## config.mk

```make
export PLATFORM = sky130hd
export DESIGN_NAME = leng_find_flat
export DESIGN_NICKNAME = d
export VERILOG_FILES = /design/src/rtl/leng_find_if.sv /design/src/rtl/leng_find.sv /design/src/flat_wrapper.sv
export SDC_FILE = /design/constraint.sdc
export NUM_CORES = 1
export LEC_CHECK = 0
export CAP_MARGIN = 20
export CORE_MARGIN = 2
export CORE_UTILIZATION = 35
export DETAILED_ROUTE_END_ITERATION = 8
export PLACE_DENSITY = 0.85
export SLEW_MARGIN = 10
export SYNTH_ARGS = -nofsm -noshare
export SYNTH_HDL_FRONTEND = slang
export SYNTH_SLANG_ARGS = --single-unit
```

## constraint.sdc

```tcl
create_clock -name clk_i -period 2.3 [get_ports clk_i]
set_input_delay 0.345 -clock clk_i [delete_from_list [all_inputs] [get_ports clk_i]]
set_output_delay 0.345 -clock clk_i [all_outputs]
set_load 0.03 [all_outputs]
```

## src/rtl/leng_find_if.sv

```systemverilog
// leng_find_if
//   Bundles the sample-side and result-side signals of leng_find.
//   Signals:
//      en       sample enable, driven by the producer
//      in       32-bit unsigned value to measure, driven by the producer
//      len      registered decimal digit count (1..10, 0 after reset)
//      len_vld  high for the single cycle following each enabled sample
//   Modports:
//      master   producer/consumer side (drives en/in, observes len/len_vld)
//      slave    leng_find side (observes en/in, drives len/len_vld)
interface leng_find_if;
   logic        en;
   logic [31:0] in;
   logic [3:0]  len;
   logic        len_vld;

   modport master (
      output en,
      output in,
      input  len,
      input  len_vld
   );

   modport slave (
      input  en,
      input  in,
      output len,
      output len_vld
   );
endinterface

```

## src/rtl/leng_find.sv

```systemverilog
// leng_find
//   Registered decimal-digit counter. Reports how many base-10 digits are
//   needed to print the 32-bit unsigned sample presented with en, one
//   cycle after it is sampled. The result is held while en is low.
//   Ports:
//      clk_i   system clock, rising edge
//      rst_ni  synchronous active-low reset, priority over en
//      bus     leng_find_if.slave: en, in (inputs); len, len_vld (outputs)
module leng_find (
   input  logic        clk_i,
   input  logic        rst_ni,
   leng_find_if.slave  bus
);

   localparam logic [31:0] THR [9] = '{
      32'd10,
      32'd100,
      32'd1000,
      32'd10000,
      32'd100000,
      32'd1000000,
      32'd10000000,
      32'd100000000,
      32'd1000000000
   };

   logic [8:0] ge;
   logic [3:0] digits;
   logic [3:0] len_q,     len_d;
   logic       len_vld_q, len_vld_d;

   // Nine independent unsigned compares; operands are declared unsigned so
   // bit 31 carries magnitude only.
   always_comb begin
      for (int i = 0; i < 9; i++) begin
         ge[i] = (bus.in >= THR[i]);
      end
   end

   // The compare vector is thermometer coded, so the highest set bit fixes
   // the digit count. A priority encode keeps the result bounded to 1..10.
   always_comb begin
      digits = 4'd1;
      for (int i = 0; i < 9; i++) begin
         if (ge[i]) digits = 4'(i + 2);
      end
   end

   always_comb begin
      len_d     = len_q;
      len_vld_d = 1'b0;
      if (bus.en) begin
         len_d     = digits;
         len_vld_d = 1'b1;
      end
   end

   always_ff @(posedge clk_i) begin
      if (!rst_ni) begin
         len_q     <= 4'd0;
         len_vld_q <= 1'b0;
      end else begin
         len_q     <= len_d;
         len_vld_q <= len_vld_d;
      end
   end

   assign bus.len     = len_q;
   assign bus.len_vld = len_vld_q;

endmodule

```

## src/flat_wrapper.sv

```systemverilog
// flat-port wrapper written by rule: the top's interface ports become plain ports
module leng_find_flat 
  (clk_i, rst_ni, bus_en, bus_in, bus_len, bus_len_vld);
  leng_find_if bus_i ();
  input  logic clk_i;
  input  logic rst_ni;
  input wire logic [$bits(bus_i.en)-1:0] bus_en;
  input wire logic [$bits(bus_i.in)-1:0] bus_in;
  output wire logic [$bits(bus_i.len)-1:0] bus_len;
  output wire logic [$bits(bus_i.len_vld)-1:0] bus_len_vld;
  assign bus_i.en = bus_en;
  assign bus_i.in = bus_in;
  assign bus_len = bus_i.len;
  assign bus_len_vld = bus_i.len_vld;
  leng_find u_core (.clk_i(clk_i), .rst_ni(rst_ni), .bus(bus_i));
endmodule
```

==> summary.md <==
| Metric | Value |
|---|---|
| Crit. End Element | register |
| Setup TNS after final layout | 0 ps |
| Die W | 46.2 um |
| Clk buf depth | 2 |
| CTS Root Cell | clkbuf_4 |
| Met2 Usage GRT | between 30% and 40% |
| Top cell type's share of synthesized area | between 10% and 20% |
| Setup violations, final | 0 |
| Die area | about 2100 um2 |
| Post-CTS Resized | 0 |
| Post-synth top area cell | dfxtp_1 |
| DRC | 0 |
| Hold Worst Slack | 524 ps |
| Post-synth top flop | dfxtp_1 |
| Die Ht | approximately 46 um |
| CP startpoint kind | input port |
| Clock-pin slew on the worst setup and hold paths | 40 ps |
| Sequential cell area fraction in the yosys report | roughly 16% |
| Synth unique cells | 37 |
| Yosys reg bits | 5 |
| Slew Limit Fails | 0 |
| Reg2Reg Depth | 4 |
| Maximum VDD drop | approximately 300 uV |
| CP Class | in -> reg |
| Peak fanout along the critical path | 2 |
| Final worst path period share | 89.3% |
| Slew margin rel. | between 70% and 80% |
| Clk sinks | 5 |
| Max stage delay on crit path | about 560 ps |
| Syn_nets | 120 |
| Row Count | 15 |
| Arrival @ worst endpoint | 2160 ps |
| Fin crit period | 2050 ps |
| Lkg Pwr | 0.377 nW |
| Routing usage on met3 | 7.06% |
| Initial DRT Pass Iterations | 4 |
| Routed Antenna Nets | 0 |
| Worst R2R End | u_core.bus.len[0] |
| Max H-tree Level | 1 |
| Via count | 931 |
| RSZ-0062 raised after global routing | false |
| Synthesized cell area | between 600 and 700 um2 |
| Final setup skew | 0 ps |
| Max-Cap Viols | 0 |
| Fraction of layout cells with a size suffix above 1 | between 10% and 20% |
| Core Area | roughly 1700 um2 |
| Diode count | 0 |
| Reg area | ~100 um2 |
| FF-to-FF Start | u_core.bus.len[0] |
| Hold violation total from the final report | 0 |
| Hold Buf Count CTS | 0 |
| HPWL Detailed | 1.73 mm |
| Pin count of the biggest net entering global routing | 9 |
| Pwr Total | roughly 0.34 mW |
| Synth top area cells | dfxtp_1, a21oi_1, nor3_1 |
| Worst path cell trace | clkdlybuf4s50_1 > or4_1 > nor3_2 > nor3b_1 > a311oi_1 > o21bai_1 > a21oi_1 |
| Buffers on Ports | 38 |
| Fin nets | 173 |
| Max Fclk | between 400 and 500 MHz |
| Post-synth EDFFs | 0 |
| Worst-Skew Late Latency | about 240 ps |
| Synth Instances | between 80 and 90 |
| Worst Tran Pin Value | ~340 ps |
| Fin util | 66.5% |
| Overflow after GRT | 0 |
| Area of all placed cells without fillers | ~1100 um2 |
| Synth async-reset ratio | 0% |
| Hold path start | u_core.bus.len[2] |
| Tot GR Track Use | 20.8% |
| Hold WC Path Type | reg -> reg |
| Synth Warn # | 0 |
| Vias in the first global route | around 870 |
| DRT iter0 DRCs | 17 |
| Pwr/cell area | about 300 nW/um2 |
| Syn Area/Cell | around 7.3 um2 |
| Critical Path Start | bus_in[13] |
| WHS Endpoint | u_core.bus.len[2] |
| WL per Instance | between 10 and 15 um |
| Hold path cells | 1 |
| Worst Path Required | between 2000 and 2500 ps |
| M1 GR Usage | roughly 22% |
| Num CTS Buffers | 3 |
| Initial antenna violation count | 0 |
| Reg2Reg Setup Slack | around 1200 ps |
| Post-DP Area | 1110 um2 |
| GRT busiest layer | met2 |
| Area growth syn-to-layout | 82.3% |
| Multi-input logic area | approximately 500 um2 |
| Number of I/O pins | 40 |
| First-pass GRT wire length | approximately 3.3 mm |
| Fill cells | about 140 |
| Post-CTS setup buffer count | 0 |
| Vias/cell | 5.75 |
| Placer Congestion | 0.907 |
| Starting Density | a little over a third |
| Status | finished, final reports clean |
| Worst path slowest cell | or4_1 |
| Final WL | 2.06 mm |
| Commonest cells in the netlist | a21oi_1, nor3_1, o21ai_0 |
| TritonCTS clock tree | done |
per-stage QoR:
stage / worst slack, ps / std cells
5_1_grt: 132 / 162
3_3_place_gp: 22.8 / 158
3_5_place_dp: -4.43 / 158
4_1_cts: 245 / 162
2_1_floorplan: 584 / 85
6_report: 247 / 162
report_power, final:
part,internal (mW),total [mW],switching [mW]
Sequential,0.0914,0.0931,0.00172
Combinational,0.0854,0.151,0.0653
Clock,0.0655,0.0996,0.0341
layout by cell type (no fill, tap or decap), drive strengths merged, types with 3 or more instances in the layout:
master         instances
clkdlybuf4s50         38
buf                   12
nor3                   9
o21ai                  8
a21oi                  7
nand3                  6
nand4                  5
dfxtp                  5
nor2                   4
nor4                   4
clkbuf                 4
o211ai                 3
a211oi                 3
critical path, delay by kind of cell:
family                 cells  cell delay [ps]
AO/OA/AOI/OAI              3              390
buffers and inverters      1              420
AND/OR/NAND/NOR            3             1010
worst max path at each step:
stage / end / slack [ps] / depth (start not counted)
floorplan: u_core.bus.len[2] / 580 / 5
global placement: u_core.bus.len[2] / 20 / 6
detailed placement: u_core.bus.len[0] / -4 / 7
CTS: u_core.bus.len[0] / 250 / 7
global route: u_core.bus.len[1] / 130 / 7
finish: u_core.bus.len[1] / 250 / 7
sequential cells by signal, summed over array words and instances (netlist names):
signal,cells
u_core.bus.len,4
u_core.bus.len_vld,1
kinds of logic (layout without fill, tap and decap cells):
family,after synthesis,count (layout),share of synthesized area [%]
buffers and inverters,4,56,3.61
AOI/OAI and AO/OA,35,35,39.2
DFF,5,5,16.1
and+or+nand+nor,41,41,41.2
per-layer routing:
metal	wire length, um	vias to the layer above
met5	0	-
met4	13	0
met3	185	4
met2	1040	48
met1	825	409
li1	-	470
cell type report:
type	count	share of cell area [%]
tap	25	2.75
timing repair buffer	50	41.4
clock buffer	4	2.31
sequential	5	8.81
multi-input combinational	76	44.1
inverter	2	0.661
Note: power is estimated with default switching activity, not from simulation.
